**config.mk**
```make
export PLATFORM = sky130hd
export DESIGN_NAME = axi_lite_write_slave_flat
export DESIGN_NICKNAME = d
export VERILOG_FILES = /design/src/rtl/axi_lite_write_slave_if.sv /design/src/rtl/axi_lite_write_slave.sv /design/src/flat_wrapper.sv
export SDC_FILE = /design/constraint.sdc
export NUM_CORES = 1
export LEC_CHECK = 0
export CAP_MARGIN = 30
export CELL_PAD_IN_SITES_DETAIL_PLACEMENT = 1
export CELL_PAD_IN_SITES_GLOBAL_PLACEMENT = 2
export CORE_AREA = 2 2 245 247
export CTS_CLUSTER_DIAMETER = 100
export DETAILED_ROUTE_END_ITERATION = 12
export DIE_AREA = 0 0 247 249
export PLACE_DENSITY = 0.78
export RECOVER_POWER = 100
export SLEW_MARGIN = 10
export SYNTH_ARGS = -nofsm -noshare
export SYNTH_HDL_FRONTEND = slang
export SYNTH_SLANG_ARGS = --single-unit
```
**constraint.sdc**
```tcl
create_clock -name clk -period 4.5 [get_ports clk]
set_input_delay 0.45 -clock clk [delete_from_list [all_inputs] [get_ports clk]]
set_output_delay 0.45 -clock clk [all_outputs]
set_load 0.01 [all_outputs]
```
**src/rtl/axi_lite_write_slave_if.sv**
```systemverilog
// AXI_LITE bundle: write address/data/response channels plus read-channel tie-off signals.
interface AXI_LITE;
  logic [31:0] aw_addr;
  logic        aw_valid;
  logic        aw_ready;
  logic [31:0] w_data;
  logic [3:0]  w_strb;
  logic        w_valid;
  logic        w_ready;
  logic [1:0]  b_resp;
  logic        b_valid;
  logic        b_ready;
  logic        ar_ready;
  logic        r_valid;

  modport Master (
    output aw_addr, aw_valid, w_data, w_strb, w_valid, b_ready,
    input  aw_ready, w_ready, b_resp, b_valid, ar_ready, r_valid
  );

  modport Slave (
    input  aw_addr, aw_valid, w_data, w_strb, w_valid, b_ready,
    output aw_ready, w_ready, b_resp, b_valid, ar_ready, r_valid
  );
endinterface

```
**src/rtl/axi_lite_write_slave.sv**
```systemverilog
// AXI-Lite write responder with a local 32-bit register bank.
// Optional per-byte strobes: define AXI_WR_SLAVE_STRB_EN (otherwise only strb=4'hF is legal).
module axi_lite_write_slave #(
  parameter logic [31:0] BASE_ADDR = 32'h0000_0000,
  parameter int unsigned NUM_REGS  = 16
) (
  input  logic                        clk,
  input  logic                        rst_n,
  AXI_LITE.Slave                      axi_slave,
  input  logic [$clog2(NUM_REGS)-1:0] rd_idx_i,
  output logic [31:0]                 rd_data_o,
  output logic                        wr_pulse_o,
  output logic [$clog2(NUM_REGS)-1:0] wr_idx_o
);

  localparam int unsigned IW = $clog2(NUM_REGS);
  localparam logic [31:0] SPAN = 32'(NUM_REGS * 4);

  typedef enum logic [1:0] {IDLE, HALF, FULL, RESP} state_t;

  state_t      state, state_next;
  logic        aw_held, w_held;
  logic [31:0] aw_addr_q, w_data_q;
  logic [3:0]  w_strb_q;
  logic [1:0]  b_resp_q;
  logic [31:0] regs [NUM_REGS];

  logic          aw_ready, w_ready, aw_hs, w_hs, commit, err;
  logic [31:0]   off;
  logic [IW-1:0] idx;

  // Readies come only from registered state: no valid-to-ready path.
  assign aw_ready = !aw_held && (state != RESP);
  assign w_ready  = !w_held  && (state != RESP);
  assign aw_hs    = axi_slave.aw_valid && aw_ready;
  assign w_hs     = axi_slave.w_valid  && w_ready;
  assign commit   = (state == FULL);

  assign off = aw_addr_q - BASE_ADDR;
  assign idx = off[2 +: IW];

  always_comb begin
    err = (aw_addr_q < BASE_ADDR) || (off >= SPAN) || (aw_addr_q[1:0] != 2'b00);
`ifndef AXI_WR_SLAVE_STRB_EN
    if (w_strb_q != 4'hF) err = 1'b1;
`endif
  end

  assign axi_slave.aw_ready = aw_ready;
  assign axi_slave.w_ready  = w_ready;
  assign axi_slave.b_valid  = (state == RESP);
  assign axi_slave.b_resp   = b_resp_q;
  assign axi_slave.ar_ready = 1'b0;
  assign axi_slave.r_valid  = 1'b0;

  assign rd_data_o = regs[rd_idx_i];

  always_ff @(posedge clk or negedge rst_n) begin
    if (!rst_n) state <= IDLE;
    else        state <= state_next;
  end

  always_comb begin
    state_next = state;
    case (state)
      IDLE: begin
        if (aw_hs && w_hs)      state_next = FULL;
        else if (aw_hs || w_hs) state_next = HALF;
      end
      HALF: if ((aw_held && w_hs) || (w_held && aw_hs)) state_next = FULL;
      FULL: state_next = RESP;
      RESP: if (axi_slave.b_ready) state_next = IDLE;
      default: state_next = IDLE;
    endcase
  end

  always_ff @(posedge clk or negedge rst_n) begin
    if (!rst_n) begin
      aw_held    <= 1'b0;
      w_held     <= 1'b0;
      aw_addr_q  <= '0;
      w_data_q   <= '0;
      w_strb_q   <= '0;
      b_resp_q   <= 2'b00;
      wr_pulse_o <= 1'b0;
      wr_idx_o   <= '0;
    end else begin
      wr_pulse_o <= 1'b0;
      if (aw_hs) begin
        aw_addr_q <= axi_slave.aw_addr;
        aw_held   <= 1'b1;
      end
      if (w_hs) begin
        w_data_q <= axi_slave.w_data;
        w_strb_q <= axi_slave.w_strb;
        w_held   <= 1'b1;
      end
      if (commit) begin
        aw_held  <= 1'b0;
        w_held   <= 1'b0;
        b_resp_q <= err ? 2'b10 : 2'b00;
        if (!err) begin
          wr_pulse_o <= 1'b1;
          wr_idx_o   <= idx;
        end
      end
    end
  end

  always_ff @(posedge clk or negedge rst_n) begin
    if (!rst_n) begin
      for (int unsigned i = 0; i < NUM_REGS; i++) regs[i] <= '0;
    end else if (commit && !err) begin
      for (int unsigned k = 0; k < 4; k++)
        if (w_strb_q[k]) regs[idx][8*k +: 8] <= w_data_q[8*k +: 8];
    end
  end

endmodule

```
**src/flat_wrapper.sv**
```systemverilog
// flat-port wrapper written by rule: the top's interface ports become plain ports
module axi_lite_write_slave_flat 
#(
  parameter logic [31:0] BASE_ADDR = 32'h0000_0000,
  parameter int unsigned NUM_REGS  = 16
)
  (clk, rst_n, rd_idx_i, rd_data_o, wr_pulse_o, wr_idx_o, axi_slave_aw_addr, axi_slave_aw_valid, axi_slave_w_data, axi_slave_w_strb, axi_slave_w_valid, axi_slave_b_ready, axi_slave_aw_ready, axi_slave_w_ready, axi_slave_b_resp, axi_slave_b_valid, axi_slave_ar_ready, axi_slave_r_valid);
  AXI_LITE axi_slave_i ();
  input  logic clk;
  input  logic rst_n;
  input  logic [$clog2(NUM_REGS)-1:0] rd_idx_i;
  output logic [31:0] rd_data_o;
  output logic wr_pulse_o;
  output logic [$clog2(NUM_REGS)-1:0] wr_idx_o;
  input wire logic [$bits(axi_slave_i.aw_addr)-1:0] axi_slave_aw_addr;
  input wire logic [$bits(axi_slave_i.aw_valid)-1:0] axi_slave_aw_valid;
  input wire logic [$bits(axi_slave_i.w_data)-1:0] axi_slave_w_data;
  input wire logic [$bits(axi_slave_i.w_strb)-1:0] axi_slave_w_strb;
  input wire logic [$bits(axi_slave_i.w_valid)-1:0] axi_slave_w_valid;
  input wire logic [$bits(axi_slave_i.b_ready)-1:0] axi_slave_b_ready;
  output wire logic [$bits(axi_slave_i.aw_ready)-1:0] axi_slave_aw_ready;
  output wire logic [$bits(axi_slave_i.w_ready)-1:0] axi_slave_w_ready;
  output wire logic [$bits(axi_slave_i.b_resp)-1:0] axi_slave_b_resp;
  output wire logic [$bits(axi_slave_i.b_valid)-1:0] axi_slave_b_valid;
  output wire logic [$bits(axi_slave_i.ar_ready)-1:0] axi_slave_ar_ready;
  output wire logic [$bits(axi_slave_i.r_valid)-1:0] axi_slave_r_valid;
  assign axi_slave_i.aw_addr = axi_slave_aw_addr;
  assign axi_slave_i.aw_valid = axi_slave_aw_valid;
  assign axi_slave_i.w_data = axi_slave_w_data;
  assign axi_slave_i.w_strb = axi_slave_w_strb;
  assign axi_slave_i.w_valid = axi_slave_w_valid;
  assign axi_slave_i.b_ready = axi_slave_b_ready;
  assign axi_slave_aw_ready = axi_slave_i.aw_ready;
  assign axi_slave_w_ready = axi_slave_i.w_ready;
  assign axi_slave_b_resp = axi_slave_i.b_resp;
  assign axi_slave_b_valid = axi_slave_i.b_valid;
  assign axi_slave_ar_ready = axi_slave_i.ar_ready;
  assign axi_slave_r_valid = axi_slave_i.r_valid;
  axi_lite_write_slave #(.BASE_ADDR(BASE_ADDR), .NUM_REGS(NUM_REGS)) u_core (.clk(clk), .rst_n(rst_n), .axi_slave(axi_slave_i), .rd_idx_i(rd_idx_i), .rd_data_o(rd_data_o), .wr_pulse_o(wr_pulse_o), .wr_idx_o(wr_idx_o));
endmodule
```
==> flow_summary.toml, run 1 <==
[run_status]
outcome = "finished with violations"
violations = "capacitance limit, slew limit"

[floorplanning]
die_area_um2 = 61500
fp.dieH_um = 249
start_util_pct = 44.9
core_um2 = 58700
boundaryPins = 121
die_w_um = 247
placementRows = 89

[critical_path]
ff2ff_setup_slack_ps = 910
slowest_delay_ps = 640
cp_common_cell = "mux4_2"
cp_max_fo = 25
critPathLaunch = "rd_idx_i[0]"
crit_family = "buffers and inverters"
reg2reg_to = "u_core.regs[75]$_DFFE_PN0P_"
rr_startpoint = "u_core.state[0]$_DFFE_PN0P_"
critPathLaunchType = "primary input"
slowest_stage = "clkbuf_1"
end_kind = "output pin"
critPathRequiredTime_ps = 4050
ff2ff_path_depth = 8
worstPathCellList = "clkbuf_8, clkbuf_1, mux4_2, mux4_2, dlygate4sd3_1"
worstPathArrival_ps = 3200
path_buf_inv = 3
crit_type = "in -> out"

[layout]
antenna_cells = 0
final_cell_mix = "dfrtp_1, mux2_2, mux4_2, clkdlybuf4s50_1"
fillers = 5417
final_util_pct = 51.4
final_common_cell = "dfrtp_1"
drive_above_1_share_pct = 49.2
area_growth_pct = 14.4
stdcell_count = 2471
fin_nets = 1729

[detailed_routing]
dr_total_vias = 14000
dr.pass1.iters = 4
viasPerCell = 5.67
route.detailed.drc = 0
drtIter0Drc = 781
wire_per_inst_um = 25.5
ant_nets = 0
wl_mm = 63.0

[power_and_ir_drop]
peakVddDrop_v = 0.000360
p_sw_share_pct = 27.2
seqPwrFrac_pct = 50.0
p_leak_uw = 0.0142
switchingPower_uw = 3510
internal-power_uw = 9390
clkPwrFrac_pct = 40.8
cellPowerDensity_nw_per_um2 = 428
p_comb_share_pct = 9.2

[place]
pre_cts_ws_ps = 1180
hpwlAfterDp_mm = 34.9
place.gp.congestion = 0.706
portBuffers = 117
post-place-cells = 2356

[timing]
fin_tns_setup_ps = 0
hold_viol = 0
tightest_slew_ps = 3190
relSlewSlack_pct = -113
layout_min_cycle_time_ps = 3650
whs_ps = 426
setup_viol = 0
min_period_over_period_pct = 81.2
finalMaxSlewViolations = 260
clock.fmax_mhz = 274
rsz0062_at_grt = "false"
clock_skew_ps = 31.1
finalWorstSetupSlack_ps = 847

[hold_path]
holdPathEnd = "u_core.w_data_q[23]$_DFFE_PN0P_"
hp-start = "axi_slave_w_data[23]"
min_path_type = "in -> reg"
whs_path_depth = 2

[clocking]
tritoncts = "done"
root_buffer = "clkbuf_16"
clock_latency_ps = 630
path_clk_slew_ps = 60
cts_buffers = 61
cts_buffer_depth = 3
cts_sinks = 590
cts_setup_buffers = 0
h-tree-depth = 2

[logic_synthesis]
netlist_area_um2 = 26300
yosysSeqAreaShare_pct = 56.0
yosysUniqueCellTypes = 28
synth_flop_cell = "dfrtp_1"
synth-seq-cells = 590
async_reset_ff_share_pct = 100
syn_area_per_cell_um2 = 17.0
synthCells = 1552
synth_warnings = 0
synth-edff-count = 0

[global_routing]
grt_pass1_vias = 16100
antenna_found_initial = 0
grt_pass1_wl_mm = 99.6
grt_max_degree = 121
grt-ovfl-total = 0
gr-usage-all-layers_pct = 21.3

[job]
drv_cap = 5
## power by group through the flow
stage / sequential, µW / clock [µW] / combinational (µW)
detailed placement: 6540 / 0 / 1260
global placement: 6490 / 0 / 1230
finish: 6450 / 5260 / 1190
CTS: 6450 / 5400 / 1270
floorplan: 6000 / 0 / 1150
global route: 6570 / 5610 / 1320
## cell families (layout without fill, tap and decap cells)
family	after synthesis	count (layout)	share of synthesized area, %
muxes	746	746	38.7
DFF	590	590	56.0
buffers and inverters	136	280	2.49
AOI/OAI and AO/OA	5	5	0.123
other	1	3	0.0142
and+or+nand+nor	69	69	2.37
adders and majority gates	5	5	0.237
## synthesized netlist by cell type (3+ instances only)
cell | instances | area share, %
nor2_1 | 13 | 0.19
dfrtp_1 | 590 | 56
nor2b_1 | 5 | 0.12
mux4_2 | 160 | 14
nor4_4 | 10 | 0.81
buf_2 | 24 | 0.46
mux2_2 | 525 | 22
buf_4 | 31 | 0.88
inv_1 | 4 | 0.057
nor4_2 | 10 | 0.47
ha_1 | 5 | 0.24
mux2_1 | 60 | 2.6
clkbuf_1 | 31 | 0.44
buf_1 | 46 | 0.66
nor4b_2 | 4 | 0.23
nand3_1 | 6 | 0.11
a31oi_1 | 3 | 0.071
nand2_1 | 12 | 0.17
## final cells by class
class	instances	area, µm²	share of cell area, %
clock buffers	93	1870	6.20
clock inverters	21	249	0.826
inverters	4	15.0	0.0498
multi-input cells	828	10800	35.7
flip-flops and latches	590	14800	49.0
well taps	773	967	3.21
repair buffers	162	1540	5.10
## per-layer routing
metal | routed length [µm] | up-vias | GRT usage [%]
met2 | 31500 | 202 | 35.6
li1 | - | 5986 | -
met3 | 1870 | 88 | 2.93
met1 | 28400 | 7731 | 29.4
met4 | 1260 | 0 | 5.39
met5 | 0 | - | 0
## state kept, by name, summed over array words and instances, names as in the netlist
name                     count
u_core.regs                512
u_core.aw_held               1
u_core.w_held                1
u_core.wr_pulse_o            1
u_core.w_strb_q              4
u_core.wr_idx_o              4
u_core.state                 2
u_core.aw_addr_q            32
u_core.w_data_q             32
u_core.axi_slave.b_resp      1
## through the flow
step                      power [µW]  area (µm²)
after CTS                      13100       30500
after detailed placement        7800       28400
after global routing           13500       30200
after global placement          7720       28400
after floorplan                 7140       26400
final                          12900       30200
## how the worst max path moves through the flow
stage,end,cells after the start
2_1_floorplan,rd_data_o[0],4
3_3_place_gp,rd_data_o[27],5
3_5_place_dp,rd_data_o[26],5
4_1_cts,rd_data_o[26],5
5_1_grt,u_core.regs[296]$_DFFE_PN0P_,2
6_report,rd_data_o[28],5
## repair_timing
| action | in CTS | in global routing |
|---|---|---|
| hold buffers | 1 | 0 |
| endpoints found under the setup margin | 0 | 0 |
| endpoints found under the hold margin | 103 | 0 |
| gates resized for setup | 0 | 0 |
(Power assumes the default switching activity.)
==> run 2: changes to the inputs <==
clock period = 3.6 ns   (was 4.5 ns; I/O delays follow)
==> flow_summary.toml, run 2 (synthesis results as in run 1) <==
[place]
hpwlAfterDp_mm = 34.3
pre_cts_ws_ps = 680
place.gp.congestion = 0.718
portBuffers = 117

[timing]
setup_viol = 0
min_period_over_period_pct = 87.1
fin_tns_setup_ps = 0
finalMaxSlewViolations = 76
tightest_slew_ps = 2300
finalWorstSetupSlack_ps = 464
clock.fmax_mhz = 319
whs_ps = 368
layout_min_cycle_time_ps = 3140
hold_viol = 0
clock_skew_ps = 18.9
rsz0062_at_grt = "false"
relSlewSlack_pct = -53.1

[layout]
fillers = 5293
final_cell_mix = "dfrtp_1, mux2_2, mux4_2, clkdlybuf4s50_1, clkbuf_16"
fin_nets = 1734
final_common_cell = "dfrtp_1"
reg_top3 = "u_core.regs x512, u_core.aw_addr_q x32, u_core.w_data_q x32"
largest_register_ffs = 512
regMostFlops = "u_core.regs"
drive_above_1_share_pct = 49.6
area_growth_pct = 15.9

[clocking]
cts_resized = 0
cts_buffers = 67
tritoncts = "done"
clock_latency_ps = 600
holdBufCountCts = 1
root_buffer = "clkbuf_16"
path_clk_slew_ps = 60
cts_buffer_depth = 3
cts_setup_buffers = 0
cts_sinks = 590
h-tree-depth = 3

[hold_path]
min_path_type = "in -> reg"
hp-start = "axi_slave_w_data[15]"

[detailed_routing]
viasPerCell = 5.76
dr_total_vias = 14200
wl_mm = 63.8
wire_per_inst_um = 25.8
dr.pass1.iters = 4
ant_nets = 0
drtIter0Drc = 710
route.detailed.drc = 0

[critical_path]
crit_family = "buffers and inverters"
critPathRequiredTime_ps = 4080
slowest_stage = "clkbuf_4"
path_buf_inv = 3
critPathLaunch = "u_core.state[0]$_DFFE_PN0P_"
worstPathArrival_ps = 3620
cp_max_fo = 32
critPathLaunchType = "flop"
worstPathCellList = "inv_1, ha_1, nor4b_1, nand4_2, buf_4, nor4_4, clkbuf_4, mux2_2"
rr_startpoint = "u_core.state[0]$_DFFE_PN0P_"
end_kind = "flop"
crit_type = "reg -> reg"
slowest_delay_ps = 700

[run_status]
outcome = "finished with violations"
violations = "capacitance limit, slew limit"

[global_routing]
gr-usage-all-layers_pct = 21.8
antenna_found_initial = 1
grt-ovfl-total = 0
grt_pass1_wl_mm = 101
grt_pass1_vias = 16400
grt_max_degree = 82

[floorplanning]
placementRows = 89
boundaryPins = 121
fp.dieH_um = 249
die_area_um2 = 61500
core_um2 = 58700
start_util_pct = 44.9
die_w_um = 247

[job]
drv_cap = 1

[power_and_ir_drop]
p_leak_uw = 0.0145
cellPowerDensity_nw_per_um2 = 535
total_power_uw = 16300
peakVddDrop_v = 0.000359
## run 2: cell count changes in the layout (fill, tap and decap cells not counted), moves of 5 or more
| cell | change |
|---|---|
| clkdlybuf4s50_1 | -5 |
| buf_12 | +10 |
| dlygate4sd3_1 | +5 |
| clkbuf_4 | +9 |
| clkbuf_16 | +11 |
| nor4_4 | +9 |
| nor4_1 | -9 |
| clkinv_2 | -7 |
| clkbuf_2 | -12 |
## run 2: area by class of cell
class | count | area [µm²] | area share (%)
well taps | 773 | 967 | 3.17
flip-flops and latches | 590 | 14800 | 48.4
repair buffers | 161 | 1710 | 5.61
clock inverters | 6 | 55.1 | 0.180
inverters | 4 | 15.0 | 0.0492
clock buffers | 109 | 2120 | 6.95
diodes | 1 | 2.50 | 0.00820
multi-input cells | 828 | 10900 | 35.7
## run 2: final timing paths
path	cells past startpoint	end	slack, ps
setup / recovery	8	u_core.regs[333]$_DFFE_PN0P_	460
hold / removal	2	u_core.w_data_q[15]$_DFFE_PN0P_	370
setup reg to reg	8	u_core.regs[333]$_DFFE_PN0P_	460
hold reg to reg	1	u_core.regs[101]$_DFFE_PN0P_	480
max in group asynchronous	4	u_core.regs[491]$_DFFE_PN0P_	750
min in group asynchronous	2	u_core.w_data_q[6]$_DFFE_PN0P_	1000
## run 2: metrics by stage
stage	cell area [µm²]	util, %	instances
6_report	30500	52.0	2472
5_1_grt	30500	52.0	2471
4_1_cts	30800	52.5	2471
3_5_place_dp	28600	48.7	2355
3_3_place_gp	28600	48.7	2355
2_1_floorplan	26400	-	1554
## run 2: power by group
| group | switching [µW] | leakage, µW | internal (µW) |
|---|---|---|---|
| combinational | 757 | 0.00531 | 783 |
| clock | 2650 | 0.00107 | 4080 |
| sequential | 1040 | 0.00808 | 7040 |
| total | 4440 | 0.0145 | 11900 |
## run 2: metal layers
| layer | vias up | wire length [µm] | share of wire, % | GRT usage, % |
|---|---|---|---|---|
| met1 | 7825 | 28200 | 44 | 30.3 |
| met2 | 261 | 31300 | 49 | 35.2 |
| met5 | - | 0 | 0 | 0 |
| li1 | 6018 | - | - | - |
| met3 | 135 | 2340 | 3.7 | 3.49 |
| met4 | 0 | 1890 | 3.0 | 6.76 |
